File: src/rtl/alarm_ctrl_if.sv
// Signal bundle between the watch/host side and alarm_ctrl: current BCD time,
// alarm load bus, user controls and alarm status/tone outputs.
interface alarm_ctrl_if;
  logic [3:0] hourdec_now;
  logic [3:0] hourone_now;
  logic [3:0] mindec_now;
  logic [3:0] minone_now;
  logic       alarm_en;
  logic       alarm_load;
  logic [3:0] alarm_hourdec_in;
  logic [3:0] alarm_hourone_in;
  logic [3:0] alarm_mindec_in;
  logic [3:0] alarm_minone_in;
  logic       stop;
  logic       snooze;
  logic [3:0] alarm_hourdec;
  logic [3:0] alarm_hourone;
  logic [3:0] alarm_mindec;
  logic [3:0] alarm_minone;
  logic       load_err;
  logic       ringing;
  logic       snoozing;
  logic       tone_out;

  modport master (
    output hourdec_now, hourone_now, mindec_now, minone_now,
    output alarm_en, alarm_load,
    output alarm_hourdec_in, alarm_hourone_in, alarm_mindec_in, alarm_minone_in,
    output stop, snooze,
    input  alarm_hourdec, alarm_hourone, alarm_mindec, alarm_minone,
    input  load_err, ringing, snoozing, tone_out
  );

  modport slave (
    input  hourdec_now, hourone_now, mindec_now, minone_now,
    input  alarm_en, alarm_load,
    input  alarm_hourdec_in, alarm_hourone_in, alarm_mindec_in, alarm_minone_in,
    input  stop, snooze,
    output alarm_hourdec, alarm_hourone, alarm_mindec, alarm_minone,
    output load_err, ringing, snoozing, tone_out
  );
endinterface

File: src/rtl/alarm_ctrl.sv
// Alarm controller: stores a BCD HH:MM alarm, rings with a gated square-wave tone on match.
// Define ALARM_SNOOZE_EN to build the snooze input and SNOOZE state.
module alarm_ctrl #(
  parameter int unsigned CLK_HZ     = 100_000_000,
  parameter int unsigned TONE_HZ    = 2000,
  parameter int unsigned BEEP_MS    = 250,
  parameter int unsigned RING_MIN   = 1,
  parameter int unsigned SNOOZE_MIN = 5
) (
  input logic        clk,
  input logic        rst,
  alarm_ctrl_if.slave bus
);

  localparam int unsigned HALF     = CLK_HZ / (2 * TONE_HZ);
  localparam int unsigned BEEP_CYC = CLK_HZ / 1000 * BEEP_MS;
  localparam int unsigned HALF_W   = (HALF > 1) ? $clog2(HALF) : 1;
  localparam int unsigned BEEP_W   = $clog2(2 * BEEP_CYC);
  localparam logic [3:0]  RING_LIM = 4'(RING_MIN);

`ifdef ALARM_SNOOZE_EN
  localparam logic [3:0]  SNZ_LIM  = 4'(SNOOZE_MIN);
  typedef enum logic [1:0] {IDLE, RING, SNOOZE} state_t;
`else
  typedef enum logic [1:0] {IDLE, RING} state_t;
`endif

  state_t            state;
  logic [3:0]        al_hd, al_ho, al_md, al_mo;
  logic [3:0]        minone_q;
  logic              primed;
  logic              match_q;
  logic              load_err_q;
  logic [3:0]        ring_cnt;
  logic [3:0]        ring_inc;
  logic              ringing_q;
  logic              snoozing_q;
  logic [HALF_W-1:0] half_cnt;
  logic [BEEP_W-1:0] beep_cnt;
  logic              tone_phase;

  logic              load_ok;
  logic              load_valid;
  logic              min_tick;
  logic              match;
  logic              trig;
  logic              leave;

`ifdef ALARM_SNOOZE_EN
  logic [3:0]        snz_cnt;
  logic [3:0]        snz_inc;
`endif

  always_comb begin
    load_ok = (bus.alarm_hourdec_in <= 4'd2) && (bus.alarm_hourone_in <= 4'd9) &&
              !((bus.alarm_hourdec_in == 4'd2) && (bus.alarm_hourone_in > 4'd3)) &&
              (bus.alarm_mindec_in <= 4'd5) && (bus.alarm_minone_in <= 4'd9);
    load_valid = bus.alarm_load && load_ok;
    min_tick   = primed && (bus.minone_now != minone_q);
    match      = (bus.hourdec_now == al_hd) && (bus.hourone_now == al_ho) &&
                 (bus.mindec_now == al_md) && (bus.minone_now == al_mo);
    trig       = match && !match_q && bus.alarm_en;
    // Higher-priority exits shared by RING and SNOOZE
    leave      = load_valid || bus.stop || !bus.alarm_en;
    ring_inc   = (ring_cnt == 4'hF) ? 4'hF : ring_cnt + 4'd1;
`ifdef ALARM_SNOOZE_EN
    snz_inc    = (snz_cnt == 4'hF) ? 4'hF : snz_cnt + 4'd1;
`endif
  end

  always_ff @(posedge clk or posedge rst) begin
    if (rst) begin
      al_hd      <= 4'd0;
      al_ho      <= 4'd7;
      al_md      <= 4'd0;
      al_mo      <= 4'd0;
      load_err_q <= 1'b0;
      minone_q   <= '0;
      primed     <= 1'b0;
      match_q    <= 1'b1;
    end else begin
      if (load_valid) begin
        al_hd <= bus.alarm_hourdec_in;
        al_ho <= bus.alarm_hourone_in;
        al_md <= bus.alarm_mindec_in;
        al_mo <= bus.alarm_minone_in;
      end
      load_err_q <= bus.alarm_load && !load_ok;
      minone_q   <= bus.minone_now;
      primed     <= 1'b1;
      // A freshly loaded time must not ring within the minute it was loaded
      match_q    <= load_valid ? 1'b1 : match;
    end
  end

  always_ff @(posedge clk or posedge rst) begin
    if (rst) begin
      state      <= IDLE;
      ring_cnt   <= '0;
      ringing_q  <= 1'b0;
      snoozing_q <= 1'b0;
`ifdef ALARM_SNOOZE_EN
      snz_cnt    <= '0;
`endif
    end else begin
      case (state)
        IDLE: begin
          if (!load_valid && trig) begin
            state     <= RING;
            ring_cnt  <= '0;
            ringing_q <= 1'b1;
          end
        end
        RING: begin
          if (leave) begin
            state     <= IDLE;
            ringing_q <= 1'b0;
`ifdef ALARM_SNOOZE_EN
          end else if (bus.snooze) begin
            state      <= SNOOZE;
            snz_cnt    <= '0;
            ringing_q  <= 1'b0;
            snoozing_q <= 1'b1;
`endif
          end else if (min_tick) begin
            if (ring_inc >= RING_LIM) begin
              state     <= IDLE;
              ringing_q <= 1'b0;
            end else begin
              ring_cnt <= ring_inc;
            end
          end
        end
`ifdef ALARM_SNOOZE_EN
        SNOOZE: begin
          if (leave) begin
            state      <= IDLE;
            snoozing_q <= 1'b0;
          end else if (min_tick) begin
            if (snz_inc >= SNZ_LIM) begin
              state      <= RING;
              ring_cnt   <= '0;
              ringing_q  <= 1'b1;
              snoozing_q <= 1'b0;
            end else begin
              snz_cnt <= snz_inc;
            end
          end
        end
`endif
        default: begin
          state      <= IDLE;
          ringing_q  <= 1'b0;
          snoozing_q <= 1'b0;
        end
      endcase
    end
  end

  // Tone counters free-run only while in RING; any other state parks them at zero
  // so each RING entry starts with a silent half-period.
  always_ff @(posedge clk or posedge rst) begin
    if (rst) begin
      half_cnt   <= '0;
      beep_cnt   <= '0;
      tone_phase <= 1'b0;
    end else if (state != RING) begin
      half_cnt   <= '0;
      beep_cnt   <= '0;
      tone_phase <= 1'b0;
    end else begin
      if (half_cnt == HALF_W'(HALF - 1)) begin
        half_cnt   <= '0;
        tone_phase <= ~tone_phase;
      end else begin
        half_cnt <= half_cnt + 1'b1;
      end
      if (beep_cnt == BEEP_W'(2 * BEEP_CYC - 1)) begin
        beep_cnt <= '0;
      end else begin
        beep_cnt <= beep_cnt + 1'b1;
      end
    end
  end

  assign bus.alarm_hourdec = al_hd;
  assign bus.alarm_hourone = al_ho;
  assign bus.alarm_mindec  = al_md;
  assign bus.alarm_minone  = al_mo;
  assign bus.load_err      = load_err_q;
  assign bus.ringing       = ringing_q;
`ifdef ALARM_SNOOZE_EN
  assign bus.snoozing      = snoozing_q;
`else
  assign bus.snoozing      = 1'b0;
`endif
  assign bus.tone_out      = (state == RING) && tone_phase && (beep_cnt < BEEP_W'(BEEP_CYC));

endmodule
File: src/flat_wrapper.sv
// flat-port wrapper written by rule: the top's interface ports become plain ports
module alarm_ctrl_flat 
#(
  parameter int unsigned CLK_HZ     = 100_000_000,
  parameter int unsigned TONE_HZ    = 2000,
  parameter int unsigned BEEP_MS    = 250,
  parameter int unsigned RING_MIN   = 1,
  parameter int unsigned SNOOZE_MIN = 5
)
  (clk, rst, bus_hourdec_now, bus_hourone_now, bus_mindec_now, bus_minone_now, bus_alarm_en, bus_alarm_load, bus_alarm_hourdec_in, bus_alarm_hourone_in, bus_alarm_mindec_in, bus_alarm_minone_in, bus_stop, bus_snooze, bus_alarm_hourdec, bus_alarm_hourone, bus_alarm_mindec, bus_alarm_minone, bus_load_err, bus_ringing, bus_snoozing, bus_tone_out);
  alarm_ctrl_if bus_i ();
  input logic clk;
  input logic rst;
  input wire logic [$bits(bus_i.hourdec_now)-1:0] bus_hourdec_now;
  input wire logic [$bits(bus_i.hourone_now)-1:0] bus_hourone_now;
  input wire logic [$bits(bus_i.mindec_now)-1:0] bus_mindec_now;
  input wire logic [$bits(bus_i.minone_now)-1:0] bus_minone_now;
  input wire logic [$bits(bus_i.alarm_en)-1:0] bus_alarm_en;
  input wire logic [$bits(bus_i.alarm_load)-1:0] bus_alarm_load;
  input wire logic [$bits(bus_i.alarm_hourdec_in)-1:0] bus_alarm_hourdec_in;
  input wire logic [$bits(bus_i.alarm_hourone_in)-1:0] bus_alarm_hourone_in;
  input wire logic [$bits(bus_i.alarm_mindec_in)-1:0] bus_alarm_mindec_in;
  input wire logic [$bits(bus_i.alarm_minone_in)-1:0] bus_alarm_minone_in;
  input wire logic [$bits(bus_i.stop)-1:0] bus_stop;
  input wire logic [$bits(bus_i.snooze)-1:0] bus_snooze;
  output wire logic [$bits(bus_i.alarm_hourdec)-1:0] bus_alarm_hourdec;
  output wire logic [$bits(bus_i.alarm_hourone)-1:0] bus_alarm_hourone;
  output wire logic [$bits(bus_i.alarm_mindec)-1:0] bus_alarm_mindec;
  output wire logic [$bits(bus_i.alarm_minone)-1:0] bus_alarm_minone;
  output wire logic [$bits(bus_i.load_err)-1:0] bus_load_err;
  output wire logic [$bits(bus_i.ringing)-1:0] bus_ringing;
  output wire logic [$bits(bus_i.snoozing)-1:0] bus_snoozing;
  output wire logic [$bits(bus_i.tone_out)-1:0] bus_tone_out;
  assign bus_i.hourdec_now = bus_hourdec_now;
  assign bus_i.hourone_now = bus_hourone_now;
  assign bus_i.mindec_now = bus_mindec_now;
  assign bus_i.minone_now = bus_minone_now;
  assign bus_i.alarm_en = bus_alarm_en;
  assign bus_i.alarm_load = bus_alarm_load;
  assign bus_i.alarm_hourdec_in = bus_alarm_hourdec_in;
  assign bus_i.alarm_hourone_in = bus_alarm_hourone_in;
  assign bus_i.alarm_mindec_in = bus_alarm_mindec_in;
  assign bus_i.alarm_minone_in = bus_alarm_minone_in;
  assign bus_i.stop = bus_stop;
  assign bus_i.snooze = bus_snooze;
  assign bus_alarm_hourdec = bus_i.alarm_hourdec;
  assign bus_alarm_hourone = bus_i.alarm_hourone;
  assign bus_alarm_mindec = bus_i.alarm_mindec;
  assign bus_alarm_minone = bus_i.alarm_minone;
  assign bus_load_err = bus_i.load_err;
  assign bus_ringing = bus_i.ringing;
  assign bus_snoozing = bus_i.snoozing;
  assign bus_tone_out = bus_i.tone_out;
  alarm_ctrl #(.CLK_HZ(CLK_HZ), .TONE_HZ(TONE_HZ), .BEEP_MS(BEEP_MS), .RING_MIN(RING_MIN), .SNOOZE_MIN(SNOOZE_MIN)) u_core (.clk(clk), .rst(rst), .bus(bus_i));
endmodule
File: config.mk
export PLATFORM = sky130hd
export DESIGN_NAME = alarm_ctrl_flat
export DESIGN_NICKNAME = d
export VERILOG_FILES = /design/src/rtl/alarm_ctrl_if.sv /design/src/rtl/alarm_ctrl.sv /design/src/flat_wrapper.sv
export SDC_FILE = /design/constraint.sdc
export NUM_CORES = 1
export LEC_CHECK = 0
export CAP_MARGIN = 20
export CORE_ASPECT_RATIO = 1.5
export CORE_MARGIN = 2
export CORE_UTILIZATION = 50
export DETAILED_ROUTE_END_ITERATION = 10
export GPL_ROUTABILITY_DRIVEN = 0
export PLACE_DENSITY_LB_ADDON = 0.3
export SKIP_CTS_REPAIR_TIMING = 1
export SLEW_MARGIN = 0
export SYNTH_ARGS = -nofsm -noshare
export SYNTH_HDL_FRONTEND = slang
export SYNTH_SLANG_ARGS = --single-unit
File: constraint.sdc
create_clock -name clk -period 3.55 [get_ports clk]
set_clock_uncertainty 0.1 [all_clocks]
set_input_delay 1.065 -clock clk [delete_from_list [all_inputs] [get_ports clk]]
set_output_delay 1.065 -clock clk [all_outputs]
set_load 0.01 [all_outputs]
==> metrics.md, run 1 <==
| Metric | Value |
|---|---|
| Max_cap viols | 0 |
| Crit path capture | bus_tone_out |
| Mapped Cells | between 300 and 400 |
| NetSw | 393.5 µW |
| Final hold vios | 0 |
| Max Buffers Root-to-Sink | 2 |
| # H-tree levels | 3 |
| Hpwl dp | between 5 and 6 mm |
| Most common cell in the netlist | dfrtp_1 |
| Fillers | 573 |
| Maximum VDD drop | 0.2739 mV |
| Worst Tran Pin Value | around 0.66 ns |
| Arrival @ worst endpoint | roughly 2.2 ns |
| R2R Setup Slk | between 1 and 1.5 ns |
| Drc violations | 0 |
| Final Max Tran Viols | 0 |
| Crit share post-route | 0.9351 |
| CTS root buf | clkbuf_8 |
| Initial Util | 0.5094 |
| Rows | 37 |
| Worst Min Path Start | u_core.half_cnt[0] |
| TritonRoute pass-1 iters | 4 |
| Rel. slew slack | 0.5606 |
| Register area share after synthesis | 0.5102 |
| WL per Instance | 14.89 µm |
| Die width | 71.76 µm |
| Count of different cell masters after synthesis | 46 |
| CP max FO | 5 |
| Post-Syn Nets | 368 |
| Num ports | 58 |
| Int Pwr | 1.238 mW |
| Area growth syn-to-layout | 24.06% |
| Part of the power in registers | 0.529 |
| CTS clk-pin slew, worst paths | about 0.07 ns |
| Startpoint Class | flop |
| Status | completed |
| Synth async-reset ratio | 1.000 |
| Worst-path cell chain | or4_1 -> o2111ai_1 -> a21boi_0 -> o21ai_0 -> and4b_1 -> dlymetal6s2s_1 |
| Top cell type's share of synthesized area | 0.4797 |
| Synthesized area per cell | 10.56 µm² |
| Die Height | 105.6 µm |
| 1st-iter DRT viols | ~120 |
| Cell area after layout | 4272 µm² |
| Vias per inst | roughly 5.4 |
| Synthesized flop and latch total | 70 |
| First-pass GRT wire length | 11.91 mm |
| Vias in the first global route | 2646 |
| Slowest stage cell on the critical path | or4_1 |
| Fin worst setup slack | ~0.23 ns |
| Mapped cell area | 3443 µm² |
| Worst R2R Path Depth | 5 |
| GRT Overall Usage | 0.2030 |
| Setup Viol. Count Final | 0 |
| Critical R2R Launch | u_core.half_cnt[11] |
| Placed Area | approximately 4100 µm² |
| Max Fclk | 0.3012 GHz |
| Ys Warns | 0 |
| CTS buffer count | 9 |
| Top cells by area, synth | dfrtp_1, xor2_1, nor2_1 |
| Critical Path Start | u_core.beep_cnt[10] |
| Clk pwr share | 0.340 |
| Yosys top cell by area | dfrtp_1 |
| CP Capture Type | output pin |
| Layout cells sized above 1 | 0.1136 |
| Capturing point of the worst reg2reg path | u_core.half_cnt[8] |
| Setup TNS | 0 ns |
| Total core area | between 6000 and 7000 µm² |
| CTS tree | yes |
| Nets | 433 |
| Insertion delay to the later sink of the worst-skew pair | 0.35 ns |
| Antenna violations before repair | 0 |
| Input/output buffers | 55 |
| Post-synth EDFFs | 0 |
| Ys flop type | dfrtp_1 |
| Sw Ratio | 0.2411 |
| Largest net degree at the start of global routing | just over 70 |
| Die outline area | approximately 7600 µm² |
| Hold WC Path Type | flop to flop |
| CTS sink count | 70 |
| WS Path Type | flop to output pin |
| Pwr/cell area | about 380 nW/µm² |
| Vias | 2547 |
| Top cells by count, synth | dfrtp_1, nor2_1, xor2_1 |
| Total global routing overflow | 0 |
| Antenna diode count | 0 |
| RSZ-0062 raised after global routing | no |
| CP required | roughly 2.4 ns |
| Pleak | 1.834 nW |
| Min cycle time layout | 3.320 ns |
| Final wirelength | about 7.1 mm |
| DP Worst Slack | 0.2484 ns |
| Logic pwr share | 0.130 |
| Antenna Nets Post-Route | 0 |
| CP peak stage delay | 0.57 ns |
==> worst min-delay path by stage <==
| stage | depth (start not counted) | to | slack (ns) |
|---|---|---|---|
| 2_1_floorplan | 1 | u_core.half_cnt[0] | 0.33 |
| 3_3_place_gp | 1 | u_core.half_cnt[0] | 0.34 |
| 3_5_place_dp | 1 | u_core.half_cnt[0] | 0.36 |
| 4_1_cts | 1 | u_core.half_cnt[0] | 0.37 |
| 5_1_grt | 1 | u_core.half_cnt[0] | 0.38 |
| 6_report | 1 | u_core.half_cnt[0] | 0.36 |
==> cell usage in the layout, fill, tap and decap left out, types with 3 or more instances in the layout <==
| cell | instances |
|---|---|
| nor4b_1 | 3 |
| inv_1 | 6 |
| nand4_1 | 11 |
| and3_1 | 9 |
| xor2_1 | 42 |
| clkbuf_8 | 10 |
| nor2b_1 | 4 |
| xnor2_1 | 15 |
| clkbuf_1 | 4 |
| nor4_1 | 5 |
| ha_1 | 4 |
| nand3_1 | 24 |
| o21ai_0 | 6 |
| clkdlybuf4s50_1 | 54 |
| buf_4 | 7 |
| nand2_1 | 15 |
| nor2_1 | 47 |
| dfrtp_1 | 66 |
| and2_1 | 6 |
| nor3_1 | 6 |
| mux2_2 | 13 |
| dfstp_2 | 4 |
==> cells by family after synthesis <==
group / count (synthesis) / synth area share
multiplexers: 13 / 0.04251
AO/OA/AOI/OAI: 21 / 0.04797
other: 2 / 0.002181
buffers and inverters: 16 / 0.02434
AND/OR/NAND/NOR: 143 / 0.2133
adder cells (fa/ha/maj): 4 / 0.01454
flip-flops: 70 / 0.5102
XOR/XNOR: 57 / 0.1450
==> routing by layer <==
layer / up-vias / track usage / routed length (µm)
met3: 13 / 0.05354 / 280
met2: 43 / 0.3545 / 3880
li1: 1247 / - / -
met5: - / 0 / 0
met4: 0 / 0.08625 / 127
met1: 1244 / 0.2293 / 2771
==> cell type report <==
| type | count | area (µm²) | share of cell area |
|---|---|---|---|
| Clock buffer | 14 | 152.6 | 0.03574 |
| Clock inverter | 2 | 10.01 | 0.002343 |
| Inverter | 7 | 26.28 | 0.006151 |
| Multi-Input combinational cell | 240 | 1603 | 0.3752 |
| Sequential cell | 70 | 1757 | 0.4112 |
| Tap cell | 78 | 97.59 | 0.02285 |
| Timing Repair Buffer | 63 | 625.6 | 0.1465 |
==> sequential cells by signal, summed over array words and instances, names as in the netlist, 4 cells and up <==
| register | cells |
|---|---|
| u_core.minone_q | 4 |
| u_core.ring_cnt | 4 |
| u_core.half_cnt | 15 |
| u_core.bus.alarm_minone | 4 |
| u_core.bus.alarm_mindec | 4 |
| u_core.bus.alarm_hourone | 4 |
| u_core.bus.alarm_hourdec | 4 |
| u_core.beep_cnt | 26 |
==> critical path: cells and delay by family, from the launching register on <==
kind	cells	cell delay, ns
AOI/OAI and AO/OA	3	0.44
buffers and inverters	1	0.16
DFF	1	0.41
and+or+nand+nor	2	0.79
==> metrics by stage <==
stage | std cells | utilization | hold slack (ns) | total power, mW
floorplan | 326 | - | 0.3251 | 0.9658
CTS | 474 | 0.6316 | 0.3653 | 1.654
global placement | 458 | 0.6076 | 0.3395 | 1.090
finish | 474 | 0.6320 | 0.3613 | 1.632
detailed placement | 458 | 0.6076 | 0.3560 | 1.095
global route | 474 | 0.6320 | 0.3846 | 1.703
==> power groups by stage <==
stage | sequential, mW | combinational [mW] | clock [mW]
2_1_floorplan | 0.890 | 0.0754 | 0
5_1_grt | 0.867 | 0.229 | 0.606
6_report | 0.864 | 0.213 | 0.555
3_3_place_gp | 0.878 | 0.213 | 0
3_5_place_dp | 0.880 | 0.216 | 0
4_1_cts | 0.864 | 0.217 | 0.573
(Power assumes the default switching activity.)
==> run 2, diff against run 1 <==
--- a/config.mk
+++ b/config.mk
@@ -9,8 +9,8 @@
 export CORE_ASPECT_RATIO = 1.5
 export CORE_MARGIN = 2
-export CORE_UTILIZATION = 50
+export CORE_UTILIZATION = 48
 export DETAILED_ROUTE_END_ITERATION = 10
 export GPL_ROUTABILITY_DRIVEN = 0
-export PLACE_DENSITY_LB_ADDON = 0.3
+export PLACE_DENSITY = 0.85
 export SKIP_CTS_REPAIR_TIMING = 1
 export SLEW_MARGIN = 0
==> constraint.sdc (replaced) <==
create_clock -name clk -period 2.7 [get_ports clk]
set_clock_uncertainty 0.1 [all_clocks]
set_input_delay 0.405 -clock clk [delete_from_list [all_inputs] [get_ports clk]]
set_output_delay 0.405 -clock clk [all_outputs]
set_load 0.01 [all_outputs]
==> run 2 against run 1 <==
  * Count of clock-buffer cells in the layout shrank 4
  * Sequential cell count is the same
  * Hold slack lost 0.13 ns
  * Wire length up 5.1%
  * Critical path type unchanged
  * Highest routed layer unchanged
==> metrics.md, run 2 (same netlist as run 1, synthesis figures left out) <==
| Metric | Value |
|---|---|
| CTS buffer count | 9 |
| First-pass GRT wire length | 12.09 mm |
| Pwr Total | 2.330 mW |
| Initial Util | 0.4992 |
| CTS root buf | clkbuf_8 |
| Critical Path Start | u_core.beep_cnt[10] |
| Setup Viol. Count Final | 0 |
| Final wirelength | about 7.4 mm |
| Max reg flops | 26 |
| Die width | 73.16 µm |
| Setup TNS | 0 ns |
| Worst Tran Pin Value | 0.6386 ns |
| GRT Overall Usage | 0.1982 |
| CP required | between 2 and 2.5 ns |
| CTS clk-pin slew, worst paths | 0.08 ns |
| Worst hold slack | 0.2307 ns |
| # H-tree levels | 3 |
| Rel. slew slack | 0.5727 |
| Commonest cells after routing, fill and taps aside | dfrtp_1, clkdlybuf4s50_1, nor2_1, xor2_1, nand3_1 |
| Cell area after layout | around 4400 µm² |
| Maximum VDD drop | between 0.4 and 0.5 mV |
| Placed Area | 4136 µm² |
| CP max FO | 2 |
| Largest net degree at the start of global routing | 26 |
| Layout cells sized above 1 | 0.1325 |
| Max Buffers Root-to-Sink | 2 |
| Rows | 37 |
| Pwr/cell area | 534.5 nW/µm² |
| Crit share post-route | 0.9594 |
| Arrival @ worst endpoint | 2.09 ns |
| Startpoint Class | flop |
| Max Fclk | 0.3860 GHz |
| Hold WC Path Type | primary input to asynchronous set/reset pin |
| Commonest non-fill, non-tap cell in the layout | dfrtp_1 |
| Final Max Tran Viols | 0 |
| DP Worst Slack | 0.07270 ns |
| Largest Register | u_core.beep_cnt |
| Largest registers | u_core.beep_cnt: 26 flops, u_core.half_cnt: 15 flops |
| WS Path Type | flop to output pin |
| Total core area | approximately 7000 µm² |
| Antenna violations before repair | 0 |
| Pleak | 1.874 nW |
| Die Height | 107.7 µm |
| Critical R2R Launch | u_core.half_cnt[11] |
| CTS tree | yes |
| Final hold vios | 0 |
| Hpwl dp | roughly 5.4 mm |
| Vias | approximately 2600 |
| Min cycle time layout | 2.590 ns |
| WL per Instance | 15.52 µm |
| Drc violations | 0 |
| TritonRoute pass-1 iters | 4 |
| Status | completed |
| Total global routing overflow | 0 |
| Antenna diode count | 0 |
| R2R Setup Slk | 0.43 ns |
| Insertion delay to the later sink of the worst-skew pair | 0.35 ns |
| Nets | 437 |
| 1st-iter DRT viols | 185 |
| Input/output buffers | 55 |
| Vias per inst | 5.506 |
| Max_cap viols | 0 |
| Die outline area | 7881 µm² |
| CTS sink count | 70 |
| Vias in the first global route | 2758 |
| Area growth syn-to-layout | 26.60% |
| Fin worst setup slack | 0.1096 ns |
| Antenna Nets Post-Route | 0 |
| CP Capture Type | output pin |
| Num ports | between 50 and 60 |
-- run 2: worst max-delay path: stages (launching register included) --
cell,delay (ns)
dfrtp_1,0.38
or4_1,0.57
o2111ai_2,0.18
a21boi_0,0.11
o21ai_1,0.13
and4b_1,0.21
dlymetal6s2s_1,0.16
-- run 2: report_power, final --
group | switching (mW) | internal, mW | leakage, nW
clock | 0.391 | 0.520 | 0.107
combinational | 0.109 | 0.172 | 0.842
sequential | 0.0395 | 1.10 | 0.925
-- run 2: area by class of cell --
class	instances	area [µm²]
inverter	7	26.28
timing repair buffer	67	655.6
clock inverter	6	86.33
fill	530	2539
clock buffer	10	127.6
multi-input combinational	240	1609
tap	78	97.59
sequential	70	1757
-- run 2: path summary, 6_finish.rpt --
kind	end	cells past startpoint
worst max-delay path	bus_tone_out	6
worst min-delay path	u_core.bus.alarm_hourdec[2]	2
worst max register to register	u_core.half_cnt[13]	5
worst min register to register	u_core.half_cnt[0]	1
max in group asynchronous	u_core.beep_cnt[7]	3
min in group clk	u_core.half_cnt[0]	1
-- run 2: metrics by stage --
step,cells,util
floorplan,326,-
global placement,462,0.5997
detailed placement,462,0.5997
CTS,478,0.6307
global route,478,0.6320
finish,478,0.6320
-- run 2: per-layer routing --
layer / GRT usage / vias to the layer above / wire length [µm]
met5: 0 / - / 0
met4: 0.1164 / 0 / 250
met3: 0.03277 / 20 / 150
met2: 0.3462 / 58 / 4110
met1: 0.2195 / 1300 / 2908
li1: - / 1254 / -
